===== src/rtl/router_pkg.sv =====
// Shared types and constants for the 1x3 router packet-reception controller.
// Holds the FSM state encoding, the header address codes and the wait-timer width.
package router_pkg;

  typedef enum logic [2:0] {
    DECODE_ADDRESS     = 3'd0,
    LOAD_FIRST_DATA    = 3'd1,
    LOAD_DATA          = 3'd2,
    FIFO_FULL_STATE    = 3'd3,
    LOAD_AFTER_FULL    = 3'd4,
    LOAD_PARITY        = 3'd5,
    CHECK_PARITY_ERROR = 3'd6,
    WAIT_TILL_EMPTY    = 3'd7
  } state_t;

  localparam logic [1:0] ADDR_FIFO0   = 2'b00;
  localparam logic [1:0] ADDR_FIFO1   = 2'b01;
  localparam logic [1:0] ADDR_FIFO2   = 2'b10;
  localparam logic [1:0] ADDR_INVALID = 2'b11;

  localparam int TIMER_W = 7;

  function automatic logic is_valid_addr(input logic [1:0] addr);
    return addr != ADDR_INVALID;
  endfunction

endpackage


===== src/rtl/router_wait_timer.sv =====
// Cycle counter for the WAIT_TILL_EMPTY state with a terminal-count compare.
// Clears whenever count_en drops, so every visit to the wait state starts from zero.
module router_wait_timer
  import router_pkg::*;
#(
  parameter int WAIT_TIMEOUT = 64
) (
  input  logic clock,
  input  logic reset,
  input  logic count_en,
  output logic terminal
);

  logic [TIMER_W-1:0] count;

  // NOTE: sequential state is updated with non-blocking assignments only,
  // so every flop samples the pre-edge values regardless of block ordering.
  always_ff @(posedge clock) begin
    if (reset) begin
      count <= '0;
    end else if (count_en) begin
      count <= count + TIMER_W'(1);
    end else begin
      count <= '0;
    end
  end

  assign terminal = count_en && (count == TIMER_W'(WAIT_TIMEOUT - 1));

endmodule


===== src/rtl/router_fsm.sv =====
// Packet-reception controller of the 1x3 router: Moore FSM driving the register,
// sync and FIFO strobes. Optional wait-state timeout under ROUTER_FSM_WAIT_TIMEOUT_EN.
module router_fsm
  import router_pkg::*;
#(
  parameter int WAIT_TIMEOUT = 64
) (
  input  logic       clock,
  input  logic       reset,
  input  logic       pkt_valid,
  input  logic [1:0] data_in,
  input  logic       fifo_full,
  input  logic       fifo_empty_0,
  input  logic       fifo_empty_1,
  input  logic       fifo_empty_2,
  input  logic       soft_reset_0,
  input  logic       soft_reset_1,
  input  logic       soft_reset_2,
  input  logic       parity_done,
  input  logic       low_pkt_valid,
  output logic       detect_add,
  output logic       lfd_state,
  output logic       ld_state,
  output logic       laf_state,
  output logic       full_state,
  output logic       write_enb_reg,
  output logic       rst_int_reg,
  output logic       busy,
  output logic       timeout_drop
);

  // The timer compare must fit in TIMER_W bits and needs at least one wait cycle.
  if (WAIT_TIMEOUT < 2 || WAIT_TIMEOUT > (2 ** TIMER_W)) begin : g_bad_timeout
    $error("router_fsm: WAIT_TIMEOUT out of range");
  end

  state_t     state;
  state_t     next_state;
  logic [1:0] addr;
  logic [1:0] emp_sel;
  logic       emp;
  logic       srst;
  logic       timeout_hit;

  always_ff @(posedge clock) begin
    if (reset) begin
      state <= DECODE_ADDRESS;
      addr  <= ADDR_FIFO0;
    end else begin
      state <= next_state;
      if (state == DECODE_ADDRESS && pkt_valid) begin
        addr <= data_in;
      end
    end
  end

  // While decoding, the header is still on data_in and addr has not loaded yet.
  assign emp_sel = (state == DECODE_ADDRESS) ? data_in : addr;

  // NOTE: every combinational output gets a default before the case so that
  // no path leaves it unassigned and no latch is inferred.
  always_comb begin
    emp = 1'b0;
    case (emp_sel)
      ADDR_FIFO0: emp = fifo_empty_0;
      ADDR_FIFO1: emp = fifo_empty_1;
      ADDR_FIFO2: emp = fifo_empty_2;
      default:    emp = 1'b0;
    endcase
  end

  always_comb begin
    srst = 1'b0;
    case (addr)
      ADDR_FIFO0: srst = soft_reset_0;
      ADDR_FIFO1: srst = soft_reset_1;
      ADDR_FIFO2: srst = soft_reset_2;
      default:    srst = 1'b0;
    endcase
  end

`ifdef ROUTER_FSM_WAIT_TIMEOUT_EN
  logic timer_tc;
  logic timeout_drop_q;

  router_wait_timer #(
    .WAIT_TIMEOUT(WAIT_TIMEOUT)
  ) u_wait_timer (
    .clock    (clock),
    .reset    (reset),
    .count_en (state == WAIT_TILL_EMPTY),
    .terminal (timer_tc)
  );

  assign timeout_hit = timer_tc && !emp;

  // Registered so the pulse lines up with the first DECODE_ADDRESS cycle.
  always_ff @(posedge clock) begin
    if (reset) begin
      timeout_drop_q <= 1'b0;
    end else begin
      timeout_drop_q <= timeout_hit && !srst;
    end
  end

  assign timeout_drop = timeout_drop_q;
`else
  assign timeout_hit  = 1'b0;
  assign timeout_drop = 1'b0;
`endif

  always_comb begin
    next_state = state;
    case (state)
      DECODE_ADDRESS: begin
        if (pkt_valid && is_valid_addr(data_in)) begin
          next_state = emp ? LOAD_FIRST_DATA : WAIT_TILL_EMPTY;
        end
      end
      LOAD_FIRST_DATA: next_state = LOAD_DATA;
      LOAD_DATA: begin
        if (fifo_full) begin
          next_state = FIFO_FULL_STATE;
        end else if (!pkt_valid) begin
          next_state = LOAD_PARITY;
        end
      end
      FIFO_FULL_STATE: begin
        if (!fifo_full) begin
          next_state = LOAD_AFTER_FULL;
        end
      end
      LOAD_AFTER_FULL: begin
        if (parity_done) begin
          next_state = DECODE_ADDRESS;
        end else if (low_pkt_valid) begin
          next_state = LOAD_PARITY;
        end else begin
          next_state = LOAD_DATA;
        end
      end
      LOAD_PARITY: next_state = CHECK_PARITY_ERROR;
      CHECK_PARITY_ERROR: begin
        next_state = fifo_full ? FIFO_FULL_STATE : DECODE_ADDRESS;
      end
      WAIT_TILL_EMPTY: begin
        if (emp) begin
          next_state = LOAD_FIRST_DATA;
        end else if (timeout_hit) begin
          next_state = DECODE_ADDRESS;
        end
      end
      default: next_state = DECODE_ADDRESS;
    endcase

    // A read-timeout on the destination FIFO abandons the packet from any state.
    if (state != DECODE_ADDRESS && srst) begin
      next_state = DECODE_ADDRESS;
    end
  end

  always_comb begin
    detect_add    = 1'b0;
    lfd_state     = 1'b0;
    ld_state      = 1'b0;
    laf_state     = 1'b0;
    full_state    = 1'b0;
    write_enb_reg = 1'b0;
    rst_int_reg   = 1'b0;
    busy          = 1'b0;
    case (state)
      DECODE_ADDRESS:  detect_add = 1'b1;
      LOAD_FIRST_DATA: begin
        lfd_state = 1'b1;
        busy      = 1'b1;
      end
      LOAD_DATA: begin
        ld_state      = 1'b1;
        write_enb_reg = 1'b1;
      end
      FIFO_FULL_STATE: begin
        full_state = 1'b1;
        busy       = 1'b1;
      end
      LOAD_AFTER_FULL: begin
        laf_state     = 1'b1;
        write_enb_reg = 1'b1;
        busy          = 1'b1;
      end
      LOAD_PARITY: begin
        write_enb_reg = 1'b1;
        busy          = 1'b1;
      end
      CHECK_PARITY_ERROR: begin
        rst_int_reg = 1'b1;
        busy        = 1'b1;
      end
      WAIT_TILL_EMPTY: busy = 1'b1;
      default:         detect_add = 1'b1;
    endcase
  end

endmodule


===== config.mk =====
export PLATFORM = sky130hd
export DESIGN_NAME = router_fsm
export DESIGN_NICKNAME = d
export VERILOG_FILES = /design/src/rtl/router_pkg.sv /design/src/rtl/router_wait_timer.sv /design/src/rtl/router_fsm.sv
export SDC_FILE = /design/constraint.sdc
export NUM_CORES = 1
export LEC_CHECK = 0
export ABC_AREA = 1
export CORE_MARGIN = 10
export CORE_UTILIZATION = 38
export CTS_BUF_LIST = sky130_fd_sc_hd__clkbuf_4
export DETAILED_ROUTE_END_ITERATION = 10
export PLACE_DENSITY = 0.75
export SYNTH_ARGS = -nofsm -noshare
export SYNTH_HDL_FRONTEND = slang
export SYNTH_SLANG_ARGS = --single-unit

===== constraint.sdc =====
create_clock -name clock -period 1.35 [get_ports clock]
set_clock_uncertainty 0.15 [all_clocks]
set_input_delay 0.405 -clock clock [delete_from_list [all_inputs] [get_ports clock]]
set_output_delay 0.405 -clock clock [all_outputs]
set_load 0.005 [all_outputs]

==> results.ini, run 1 <==
[status]
outcome=finished, violations left
violations=setup timing

[worst_setup_path]
worstPathMaxFanout=4
startpoint_type=register
worst-path-buf-inv=3
cp-startpoint=state[0]
cp.required_ns=0.80
slowest_stage=dfxtp_2
reg2regPathDepth=11
crit_path_end_kind=output port
rr_startpoint=state[0]
critPathKind=reg2out
crit_path_max_incr_delay_ns=0.33
crit_chain=inv_4 -> nand2_4 -> nor2_4 -> buf_6 -> o21bai_1 -> buf_2
path_depth=6
cp_top_family=flip-flops
arrival_ns=1.18

[cts]
clk_pin_slew_worst_paths_ns=0.05
htreeDepth=1
cts_root_buffer=clkbuf_4
cts_tree=built
clock-sinks=5
numCtsBuffers=3
ctsHoldBuffers=0
insertion_delay_ns=0.25
cts_buffer_depth=2

[yosys]
syn_area_per_cell_sq_um=5.73
ys_top_cells_by_count=nand2_1, nand3_1, nor2_1
synth_top_area_share_pct=19.4
synthTopCellsByArea=dfxtp_1, nand3_1, nand2_1
yosysSeqAreaShare_pct=19.4
synth_flop_cell=dfxtp_1
synth_top_area_cell=dfxtp_1
ys_ff_latch=5
postSynthCellCount=90
ys_warn_count=0
synth_edf_count=0
async_reset_ff_share_pct=0
synth_cell_types=20
syn_area_sq_um=515
syn_nets=104

[cells_and_area]
final.fill_count=74
stdcell_count=155
final_nets=155
final_util_pct=86.6
stdcell_area_sq_um=1110
regArea_sq_um=106
area_growth_pct=116
drive_above_1_share_pct=61.4
multiInputGateArea_sq_um=463
n_antenna_cell=0

[timing]
hold_ws_ns=0.498
setup_violations=12
fin_crit_sh_pct=129
rsz0062_at_grt=yes
setup_tns_ns=-3.36
fmax_mhz=575
final-hold-violation-count=0
fin_ws_ns=-0.389
min_period_ns=1.74
drv_slew=0

[place]
placement.io_buffers=21
finalWeightedCongestion=0.876
placed_area_sq_um=880
dp_hpwl_microns=1470
dp.cells=143

[drt]
via_count=810
drt_iter0_drc=52
wl_per_cell_microns=17.5
ant_nets=0
routed_wl_microns=2720
drc=0
viasPerCell=5.23
first_pass_iters=4

[grt]
grtUsageTotal_pct=11.8
grt_pass1_vias=770
antenna_found_initial=0
grt_pass1_wl_microns=3220
overflow=0
grt_max_degree=6

[power]
leakagePower_nw=0.558
ir_drop_v=0.00201
power_density_nw_per_um2=2780

[floorplanning]
ioPinCount=23
die_w_microns=56.8
die_area_sq_um=3230
fp.dieH_microns=56.8
row_count=13
core_area_sq_um=1280
start_util_pct=40.1

[hold_path]
hp-class=reg2reg
hold_start=addr[0]
hold_depth=2

[run]
cap_violations=0

[flip-flops by register name, indices dropped and copies added, names as in the netlist]
| signal | count |
|---|---|
| addr | 2 |
| state | 3 |
[placed cells by master, fill, tap and decap left out, types with 2 or more instances in the layout]
cell              n
a21oi_1           2
buf_4            15
dfxtp_1           2
nor2_2            7
a21oi_2           2
dlygate4sd2_1     3
nand2_1           8
dfxtp_2           2
a211oi_2          2
nand2_4           6
nor2_1            8
buf_6            15
inv_1             8
nor2_4            3
clkbuf_4          4
nand2_2           8
nand3_2           6
nand3_1           9
inv_2             8
buf_2             4
clkdlybuf4s50_1  10
[power breakdown]
group          switching, W  internal, W  leakage (nW)
clock network     0.0000656     0.000132        0.0184
registers          0.000118     0.000229        0.0427
logic               0.00131      0.00123         0.497
[tightest hold or removal path: stages, from the launching register on]
cell and delay (ns):
dfxtp_1 0.30, inv_1 0.19, a211oi_2 0.11
[layer usage]
metal  wire length [microns]  vias to the layer above  share of wire, %  track usage (%)
li1                        -                      384                 -                -
met1                    1050                      387                39             11.8
met2                    1520                       33                56             23.0
met3                      89                        6               3.3             1.35
met4                      62                        0               2.3             5.70
met5                       0                        -                 0                0
[cell families after synthesis]
logic type | share of synthesized area, %
AND/OR/NAND/NOR | 56.1
AO/OA/AOI/OAI | 9.95
flip-flops | 19.4
buffers and inverters | 13.8
other | 0.727
[cell type report]
type | instances | area share, %
multi-input cells | 67 | 41.6
repair buffers | 47 | 38.5
flip-flops and latches | 5 | 9.56
inverters | 17 | 5.96
clock buffers | 4 | 2.70
well taps | 15 | 1.69
[metrics by stage]
step                      power, W  setup slack (ns)
after global routing       0.00326            -0.428
after global placement     0.00204            -0.496
after floorplan            0.00121           0.00119
final                      0.00309            -0.389
after CTS                  0.00255            -0.374
after detailed placement   0.00208            -0.539
[what timing repair did]
item	CTS	global route
resized for setup	62	25
gates cloned	0	0
pin swaps	13	8
endpoints found under the setup margin	13	13
endpoints found under the hold margin	0	0
buffers inserted	8	3
[worst paths after layout]
path                                      end  slack, ns
worst min register to register        addr[0]       0.50
worst max-delay path            write_enb_reg      -0.39
worst min-delay path                  addr[0]       0.50
worst max register to register       state[0]      -0.34
Power figures use the tool's default switching activity.
==> run 2: changes to the inputs <==
Settings changed: CTS_BUF_LIST sky130_fd_sc_hd__clkbuf_4 to sky130_fd_sc_hd__clkbuf_8, SYNTH_HIERARCHICAL set to 1.
==> results.ini, run 2 <==
[status]
outcome=finished, violations left
violations=setup timing

[cts]
numCtsBuffers=3
clk_pin_slew_worst_paths_ns=0.04
cts_root_buffer=clkbuf_8
insertion_delay_ns=0.23
ctsHoldBuffers=0
cts_tree=built
clock-sinks=5
htreeDepth=1
cts_buffer_depth=2

[worst_setup_path]
crit_path_end_kind=output port
arrival_ns=1.15
crit_chain=inv_4 -> nand2_4 -> nor2_4 -> buf_6 -> o21bai_1 -> buf_2
startpoint_type=register
worst-path-buf-inv=3
cp_top_family=flip-flops
worstPathMaxFanout=4
slowest_stage=dfxtp_2
cp.required_ns=0.80
crit_path_max_incr_delay_ns=0.33
critPathKind=reg2out

[cells_and_area]
regMostFlops=state
final_nets=154
final_cell_mix=buf_4, nand2_1, clkdlybuf4s50_1, buf_6
reg.largest.list=state: 3 flops, addr: 2 flops
final.fill_count=78
stdcell_area_sq_um=1100
final_common_cell=buf_4
n_antenna_cell=0
largest_reg_flops=3
final_util_pct=85.3
drive_above_1_share_pct=59.0
area_growth_pct=113

[power]
ir_drop_v=0.00204
power_w=0.00304
power_density_nw_per_um2=2770
leakagePower_nw=0.557

[yosys]
syn_area_sq_um=515
synth_cell_types=20
yosysSeqAreaShare_pct=19.4
synth_top_area_share_pct=19.4
ys_top_cells_by_count=nand2_1, nand3_1, nor2_1
synth_simple_gate_area_share_pct=56.1
synth_compound_area_share_pct=9.95
synth_xor_area_share_pct=0
ys_ff_latch=5
synthMuxAreaShare_pct=0
syn_nets=104
synth_top_area_cell=dfxtp_1
synthTopCellsByArea=dfxtp_1, nand3_1, nand2_1
postSynthCellCount=90
synth_fa_ha_area_share_pct=0
syn_area_per_cell_sq_um=5.73
ys_warn_count=6
synth_edf_count=0
synth_flop_cell=dfxtp_1
async_reset_ff_share_pct=0
synth_top_family_by_area=simple AND/OR/NAND/NOR gates

[place]
post-place-ws_ns=-0.539
placed_area_sq_um=880
finalWeightedCongestion=0.876
placement.io_buffers=21
dp_hpwl_microns=1470

[timing]
drv_slew=0
fmax_mhz=588
setup_tns_ns=-3.04
fin_crit_sh_pct=126
rsz0062_at_grt=yes
setup_violations=13
fin_ws_ns=-0.351
final-hold-violation-count=0
min_period_ns=1.70

[drt]
drt_iter0_drc=27
wl_per_cell_microns=15.8
ant_nets=0
viasPerCell=5.04
first_pass_iters=4
drc=0
via_count=776
routed_wl_microns=2440

[grt]
overflow=0
antenna_found_initial=0
grt_pass1_wl_microns=3400
grtUsageTotal_pct=12.7
grt_max_degree=6
grt_pass1_vias=774

[floorplanning]
ioPinCount=23
core_area_sq_um=1280
fp.dieH_microns=56.8
die_area_sq_um=3230
start_util_pct=40.1
row_count=13
die_w_microns=56.8

[run]
cap_violations=0

[hold_path]
hp-class=reg2reg

run 2: final timing paths:
check,to,slack (ns),from,cells after the start
worst max-delay path,write_enb_reg,-0.35,state[0],6
worst min-delay path,addr[0],0.51,addr[0],2
worst max register to register,state[1],-0.32,state[0],12
worst min register to register,addr[0],0.51,addr[0],2
run 2: kinds of logic after synthesis:
group	Yosys count
buffers and inverters	18
flip-flops	5
AO/OA/AOI/OAI	8
AND/OR/NAND/NOR	58
other	1
run 2: through the flow:
step / instances / hold slack (ns)
after floorplan: 90 / 0.333
after global placement: 143 / 0.426
after detailed placement: 143 / 0.427
after CTS: 150 / 0.453
after global routing: 154 / 0.528
final: 154 / 0.507
run 2: layout make-up:
class	count	area [sq um]	area share [%]
Multi-Input combinational cell	67	460	42.0
Sequential cell	5	106	9.70
Clock buffer	3	41.3	3.77
Timing Repair Buffer	46	399	36.4
Tap cell	15	18.8	1.71
Inverter	17	66.3	6.05
Clock inverter	1	3.75	0.342
run 2: layer usage:
layer | vias to the layer above | GRT usage (%) | routed length, microns
met5 | - | 0 | 0
met4 | 0 | 8.05 | 105
met3 | 10 | 2.02 | 76
met2 | 24 | 24.0 | 1320
met1 | 365 | 12.3 | 932
li1 | 377 | - | -
run 2: worst min-delay path, cell delays in order (launching register included):
cell and delay (ns):
dfxtp_1 0.30, inv_1 0.19, a211oi_2 0.11
run 2: timing repair:
item / 4_1_cts / 5_1_grt
buffers inserted: 5 / 4
gates cloned: 0 / 0
endpoints found under the setup margin: 13 / 13
pin swaps: 11 / 13
resized for setup: 60 / 21
run 2: power breakdown:
| group | internal (W) | leakage [nW] | switching (W) |
|---|---|---|---|
| Sequential | 0.000230 | 0.0427 | 0.000112 |
| Combinational | 0.00118 | 0.487 | 0.00124 |
| Clock | 0.000195 | 0.0269 | 0.0000784 |
